## config.mk

```make
export PLATFORM = sky130hd
export DESIGN_NAME = cal_average_fifo_reader
export DESIGN_NICKNAME = d
export VERILOG_FILES = /design/src/rtl/cal_avg_pkg.sv /design/src/rtl/cal_avg_out_buf.sv /design/src/rtl/cal_average_fifo_reader.sv
export SDC_FILE = /design/constraint.sdc
export NUM_CORES = 1
export LEC_CHECK = 0
export BUFFER_PORTS_ARGS = -buffer_cell sky130_fd_sc_hd__buf_2
export CELL_PAD_IN_SITES_DETAIL_PLACEMENT = 1
export CELL_PAD_IN_SITES_GLOBAL_PLACEMENT = 1
export CORE_UTILIZATION = 35
export CTS_CLUSTER_SIZE = 10
export DETAILED_ROUTE_END_ITERATION = 7
export PLACE_DENSITY = 0.69
export SLEW_MARGIN = 20
export SYNTH_ARGS = -nofsm -noshare
export SYNTH_HDL_FRONTEND = slang
export SYNTH_SLANG_ARGS = --single-unit
```

## constraint.sdc

```tcl
create_clock -name CLK -period 3.3 [get_ports CLK]
set_clock_uncertainty 0.05 [all_clocks]
set_input_delay 0.165 -clock CLK [delete_from_list [all_inputs] [get_ports CLK]]
set_output_delay 0.165 -clock CLK [all_outputs]
set_load 0.005 [all_outputs]
```

## src/rtl/cal_avg_pkg.sv

```systemverilog
// cal_avg_pkg: shared constants and FSM state type for the average FIFO reader
package cal_avg_pkg;
  localparam int CAL_AVG_DATA_WIDTH = 26;
  localparam int CAL_AVG_FIFO_DEPTH = 512;
  localparam int CAL_AVG_READ_LATENCY = 2;
  typedef enum logic [1:0] {S_IDLE, S_READ, S_DRAIN, S_FIN} cal_avg_state_e;
endpackage

```

## src/rtl/cal_avg_out_buf.sv

```systemverilog
// cal_avg_out_buf: small circular buffer absorbing the FIFO read latency in front of the stream
module cal_avg_out_buf
  import cal_avg_pkg::*;
#(
  parameter int WIDTH = CAL_AVG_DATA_WIDTH,
  parameter int DEPTH = CAL_AVG_READ_LATENCY + 2,
  localparam int AW = $clog2(DEPTH),
  localparam int CW = $clog2(DEPTH + 1)
) (
  input  logic             clk_i,
  input  logic             rst_n_i,
  input  logic             clr_i,
  input  logic             push_i,
  input  logic [WIDTH-1:0] data_i,
  input  logic             pop_i,
  output logic [WIDTH-1:0] data_o,
  output logic [CW-1:0]    count_o,
  output logic             empty_o
);
  logic [WIDTH-1:0] mem_q [DEPTH];
  logic [AW-1:0]    wr_q, wr_d, rd_q, rd_d;
  logic [CW-1:0]    count_q, count_d;
  logic             do_pop, full;
  assign empty_o = count_q == '0;
  assign full    = count_q == CW'(DEPTH);
  assign do_pop  = pop_i && !empty_o;
  assign data_o  = mem_q[rd_q];
  assign count_o = count_q;
  // Pointer wrap and occupancy update; push and pop may coincide
  always_comb begin
    wr_d    = push_i ? ((wr_q == AW'(DEPTH - 1)) ? '0 : wr_q + 1'b1) : wr_q;
    rd_d    = do_pop ? ((rd_q == AW'(DEPTH - 1)) ? '0 : rd_q + 1'b1) : rd_q;
    count_d = count_q + CW'(push_i) - CW'(do_pop);
  end
  // Pointers and count; clear empties the buffer without touching storage
  always_ff @(posedge clk_i) begin
    if (!rst_n_i || clr_i) begin
      wr_q    <= '0;
      rd_q    <= '0;
      count_q <= '0;
    end else begin
      wr_q    <= wr_d;
      rd_q    <= rd_d;
      count_q <= count_d;
    end
  end
  // Storage write; contents only matter while counted as occupied
  always_ff @(posedge clk_i) begin
    if (push_i) mem_q[wr_q] <= data_i;
  end
  // Issue throttling upstream guarantees a push never lands on a full buffer without a pop
  a_no_overflow: assert property (@(posedge clk_i) disable iff (!rst_n_i || clr_i) push_i && full |-> do_pop);
endmodule

```

## src/rtl/cal_average_fifo_reader.sv

```systemverilog
// cal_average_fifo_reader: drains one frame from the averaging FIFO as a valid/ready stream
module cal_average_fifo_reader
  import cal_avg_pkg::*;
#(
  parameter int DATA_WIDTH   = CAL_AVG_DATA_WIDTH,
  parameter int READ_LATENCY = CAL_AVG_READ_LATENCY,
  parameter int LEN_WIDTH    = 10,
  parameter int BUF_DEPTH    = READ_LATENCY + 2
) (
  input  logic                  CLK,
  input  logic                  RESET_N,
  input  logic                  START,
  input  logic                  ABORT,
  input  logic [LEN_WIDTH-1:0]  FRAME_LEN,
  output logic                  FIFO_RE,
  input  logic [DATA_WIDTH-1:0] FIFO_Q,
  input  logic                  FIFO_EMPTY,
  output logic [DATA_WIDTH-1:0] OUT_DATA,
  output logic                  OUT_VALID,
  input  logic                  OUT_READY,
  output logic                  OUT_FIRST,
  output logic                  OUT_LAST,
  output logic                  BUSY,
  output logic                  DONE
);
  localparam int CW = $clog2(BUF_DEPTH + 1);
  cal_avg_state_e           state_q, state_d;
  logic [LEN_WIDTH-1:0]     issue_q, issue_d, out_q, out_d, len_q, len_d;
  logic [READ_LATENCY-1:0]  pipe_q, pipe_d;
  logic [CW-1:0]            buf_count, inflight;
  logic [CW:0]              occ;
  logic [DATA_WIDTH-1:0]    head;
  logic                     buf_empty, abort_go, pop;
  assign abort_go  = ABORT && state_q != S_IDLE;
  assign occ       = {1'b0, buf_count} + {1'b0, inflight};
  assign FIFO_RE   = state_q == S_READ && !ABORT && !FIFO_EMPTY && issue_q != '0 && occ < (CW + 1)'(BUF_DEPTH);
  assign OUT_VALID = !buf_empty;
  assign pop       = OUT_VALID && OUT_READY;
  assign OUT_DATA  = OUT_VALID ? head : '0;
  assign OUT_FIRST = OUT_VALID && out_q == len_q;
  assign OUT_LAST  = OUT_VALID && out_q == LEN_WIDTH'(1);
  assign BUSY      = state_q != S_IDLE;
  assign DONE      = state_q == S_FIN && !ABORT;
  // Words still travelling through the FIFO read pipe count against buffer space
  always_comb begin
    inflight = '0;
    for (int i = 0; i < READ_LATENCY; i++) inflight = inflight + CW'(pipe_q[i]);
  end
  // Frame sequencing; abort wipes counters and the in-flight pipe
  always_comb begin
    state_d = state_q;
    issue_d = issue_q;
    out_d   = pop ? out_q - 1'b1 : out_q;
    len_d   = len_q;
    pipe_d  = (pipe_q << 1) | READ_LATENCY'(FIFO_RE);
    if (abort_go) begin
      state_d = S_IDLE;
      issue_d = '0;
      out_d   = '0;
      len_d   = '0;
      pipe_d  = '0;
    end else begin
      case (state_q)
        S_IDLE: if (START) begin
          issue_d = FRAME_LEN;
          out_d   = FRAME_LEN;
          len_d   = FRAME_LEN;
          state_d = (FRAME_LEN == '0) ? S_FIN : S_READ;
        end
        S_READ: if (FIFO_RE) begin
          issue_d = issue_q - 1'b1;
          state_d = (issue_q == LEN_WIDTH'(1)) ? S_DRAIN : S_READ;
        end
        S_DRAIN: state_d = (pop && out_q == LEN_WIDTH'(1)) ? S_FIN : S_DRAIN;
        default: state_d = S_IDLE;
      endcase
    end
  end
  // State registers with synchronous active-low reset
  always_ff @(posedge CLK) begin
    if (!RESET_N) begin
      state_q <= S_IDLE;
      issue_q <= '0;
      out_q   <= '0;
      len_q   <= '0;
      pipe_q  <= '0;
    end else begin
      state_q <= state_d;
      issue_q <= issue_d;
      out_q   <= out_d;
      len_q   <= len_d;
      pipe_q  <= pipe_d;
    end
  end
  cal_avg_out_buf #(.WIDTH(DATA_WIDTH), .DEPTH(BUF_DEPTH)) u_buf (
    .clk_i   (CLK),
    .rst_n_i (RESET_N),
    .clr_i   (abort_go),
    .push_i  (pipe_q[READ_LATENCY-1]),
    .data_i  (FIFO_Q),
    .pop_i   (pop),
    .data_o  (head),
    .count_o (buf_count),
    .empty_o (buf_empty)
  );
endmodule
```

==> flow_metrics.env <==
export IMPL_status="completed"
export IMPL_gp_congestion=0.8263
export IMPL_setup_tns_ns=0
export IMPL_worst_slack_ns=0.6978
export IMPL_design_area_sq_um=7775
export IMPL_fin_cells=810
export IMPL_die_y_um=135.6
export IMPL_worstMarginPinSlew_ns=0.8685
export IMPL_cp_start_kind="register"
export IMPL_cts_tree="done"
export IMPL_slew_limit_headroom=0.4196
export IMPL_path_max_fanout=8
export IMPL_antenna_left=0
export IMPL_synth_top_area_frac=0.4996
export IMPL_dpl_hpwl_um=9543
export IMPL_routed_wl_um=14300
export IMPL_finalMaxSlewViolations=0
export IMPL_worstPathArrival_ns=2.82
export IMPL_min_to="len_q[4]$_SDFFE_PP0P_"
export IMPL_grt_pass1_vias=4529
export IMPL_worstPathCellList="o31ai_2 > clkinv_1 > ha_1 > inv_1 > ha_1 > inv_1 > fa_1 > xnor2_1 > nor2_1"
export IMPL_fin_crit_ns=2.602
export IMPL_hold_violations=0
export IMPL_r2r_end="u_buf.count_o[2]$_SDFF_PP0_"
export IMPL_vias=4075
export IMPL_htreeDepth=4
export IMPL_crit_path_top_delay_cell="o31ai_2"
export IMPL_grt_overflow=0
export IMPL_dp_slack_ns=0.6751
export IMPL_p_total_mw=5.262
export IMPL_place_area_sq_um=6900
export IMPL_clk_insertion_delay_late_ns=0.42
export IMPL_r2r_cells=9
export IMPL_antenna_found_initial=0
export IMPL_drt_first_pass_iters=4
export IMPL_synthArstFlopShare=0
export IMPL_wl_per_cell_um=17.66
export IMPL_clk_pin_slew_ns=0.06
export IMPL_final_util=0.4480
export IMPL_netlist_area_sq_um=6251
export IMPL_multi_input_area_sq_um=2122
export IMPL_coreArea_sq_um=17360
export IMPL_endpoint_kind="register"
export IMPL_fmax_mhz=384.3
export IMPL_initialDrtViolationCount=148
export IMPL_powerDensity_nw_per_um2=676.8
export IMPL_grt_pass1_wl_um=22920
export IMPL_rsz0062_at_grt="false"
export IMPL_ys_flop_type="edfxtp_1"
export IMPL_ys_seq_area_frac=0.6373
export IMPL_ys_warnings_count=0
export IMPL_ios=74
export IMPL_power_leakage_nw=2.788
export IMPL_die_w_um=135.6
export IMPL_area_delta_synth_final_pct=24.38
export IMPL_portBuffers=73
export IMPL_grt_max_degree=27
export IMPL_cts_setup_buffers=0
export IMPL_r2r_slack_ns=0.70
export IMPL_holdWs_ns=0.02283
export IMPL_antenna_cells=0
export IMPL_avgSynthCellArea_sq_um=13.62
export IMPL_fin_nets=630
export IMPL_initial_core_util=0.3601
export IMPL_cap_violations=0
export IMPL_crit_required_ns=3.52
export IMPL_drive_above_1_share=0.2615
export IMPL_synth_area_leader_cell="edfxtp_1"
export IMPL_viasPerCell=5.031
export IMPL_synth_area_top_cells="edfxtp_1 (50%), dfxtp_1 (14%), mux4_2 (9.4%), a21oi_1 (3.0%), ha_1 (2.8%)"
export IMPL_synthCells=459
export IMPL_setup_viol_count_final=0
export IMPL_synth_cell_types=47
export IMPL_worstReg2RegStart="u_buf.count_o[1]$_SDFF_PP0_"
export IMPL_synth_seq_cells=147
export IMPL_whs_path_depth=3
export IMPL_synth_cells_most_frequent="edfxtp_1 (104), nand2_1 (45), dfxtp_1 (43)"
export IMPL_clkSinkCount=147
export IMPL_drc_errors=0
export IMPL_worstHoldStart="FRAME_LEN[4]"
export IMPL_synth_edff_count=104
export IMPL_die_area_sq_um=18400
export IMPL_cts_made_buffers=17
export IMPL_synth_fp_nets=516
export IMPL_hold_path_class="primary input to register"
export IMPL_finalCritPeriodShare=0.7885
export IMPL_core_rowCount=48
export IMPL_path_class="register to register"
export IMPL_seq_area_sq_um=3985
export IMPL_n_fill_cell=1809
export IMPL_grt_usage=0.1678
export IMPL_root_buffer="clkbuf_16"
export IMPL_yosysMostFrequentCell="edfxtp_1"
export IMPL_max_stage_delay_ns=0.48
export IMPL_irDropWorstVdd_mv=0.3953
export IMPL_clockBufferDepth=2
export IMPL_post_place_cells=746
[critical path: cells and delay by family, from the launching register on]
family                   cells  cell delay [ns]
adder cells (fa/ha/maj)      3             0.86
AO/OA/AOI/OAI                1             0.48
buffers and inverters        3             0.47
flip-flops                   1             0.39
XOR/XNOR                     1             0.17
AND/OR/NAND/NOR              1             0.05
[power breakdown]
group          internal, mW  switching (mW)  leakage [nW]
registers              2.06           0.121          1.29
logic                 0.605           0.707          1.25
clock network         0.978           0.787         0.252
[cells in the final DEF (no fill, tap or decap), drive strengths merged, types with 3 or more instances in the layout]
master,netlist,layout
a21oi,37,37
a31o,3,3
and2,6,6
and3,3,3
buf,6,85
clkbuf,17,17
clkinvlp,0,5
dfxtp,43,43
dlygate4sd3,0,33
edfxtp,104,104
ha,14,14
inv,14,22
mux4,26,26
nand2,45,45
nand3,7,7
nand4b,3,3
nor2,17,17
nor2b,27,27
nor3,18,18
nor4,6,6
o21ai,15,15
xnor2,13,13
xor2,7,7
[state kept, by name, summed over array words and instances (netlist names), named ones only]
name	flops
pipe_q	2
state_q	2
u_buf.wr_q	2
issue_q	10
u_buf.count_o	3
u_buf.rd_q	2
len_q	10
out_q	10
u_buf.mem_q	104
[kinds of logic (layout without fill, tap and decap cells)]
family | after synthesis | after routing | share of synthesized area
and+or+nand+nor | 143 | 143 | 0.1185
DFF | 147 | 147 | 0.6373
muxes | 27 | 27 | 0.09528
AOI/OAI and AO/OA | 69 | 69 | 0.06565
xor gates and xnor gates | 20 | 20 | 0.02802
adders and majority gates | 15 | 15 | 0.03123
buffers and inverters | 38 | 164 | 0.02402
[worst max-delay path by stage]
stage | slack (ns) | from | to | depth (start not counted)
after floorplan | 1.04 | u_buf.count_o[1]$_SDFF_PP0_ | u_buf.count_o[2]$_SDFF_PP0_ | 9
final | 0.70 | u_buf.count_o[1]$_SDFF_PP0_ | u_buf.count_o[2]$_SDFF_PP0_ | 9
after CTS | 0.66 | u_buf.count_o[1]$_SDFF_PP0_ | u_buf.count_o[2]$_SDFF_PP0_ | 9
after detailed placement | 0.68 | u_buf.count_o[1]$_SDFF_PP0_ | u_buf.count_o[2]$_SDFF_PP0_ | 9
after global routing | 0.48 | u_buf.count_o[1]$_SDFF_PP0_ | u_buf.count_o[2]$_SDFF_PP0_ | 9
after global placement | 0.83 | u_buf.count_o[1]$_SDFF_PP0_ | u_buf.count_o[2]$_SDFF_PP0_ | 9
[layer usage]
layer / vias up / wire length (um) / track usage
li1: 1934 / - / -
met1: 2048 / 6093 / 0.1899
met2: 83 / 7531 / 0.3090
met3: 10 / 571 / 0.04714
met4: 0 / 106 / 0.03933
met5: - / 0 / 0
[area by class of cell]
cell class / instances / share of cell area
Multi-Input combinational cell: 274 / 0.2729
Clock buffer: 17 / 0.05472
Timing Repair Buffer: 118 / 0.1011
Sequential cell: 147 / 0.5126
Clock inverter: 14 / 0.01529
Inverter: 15 / 0.007242
Tap cell: 225 / 0.03621
[what timing repair did]
| action | in CTS | in global routing |
|---|---|---|
| endpoints found under the hold margin | 113 | 0 |
| gates resized for setup | 0 | 0 |
| hold buffers | 33 | 0 |
Power figures use the tool's default switching activity.
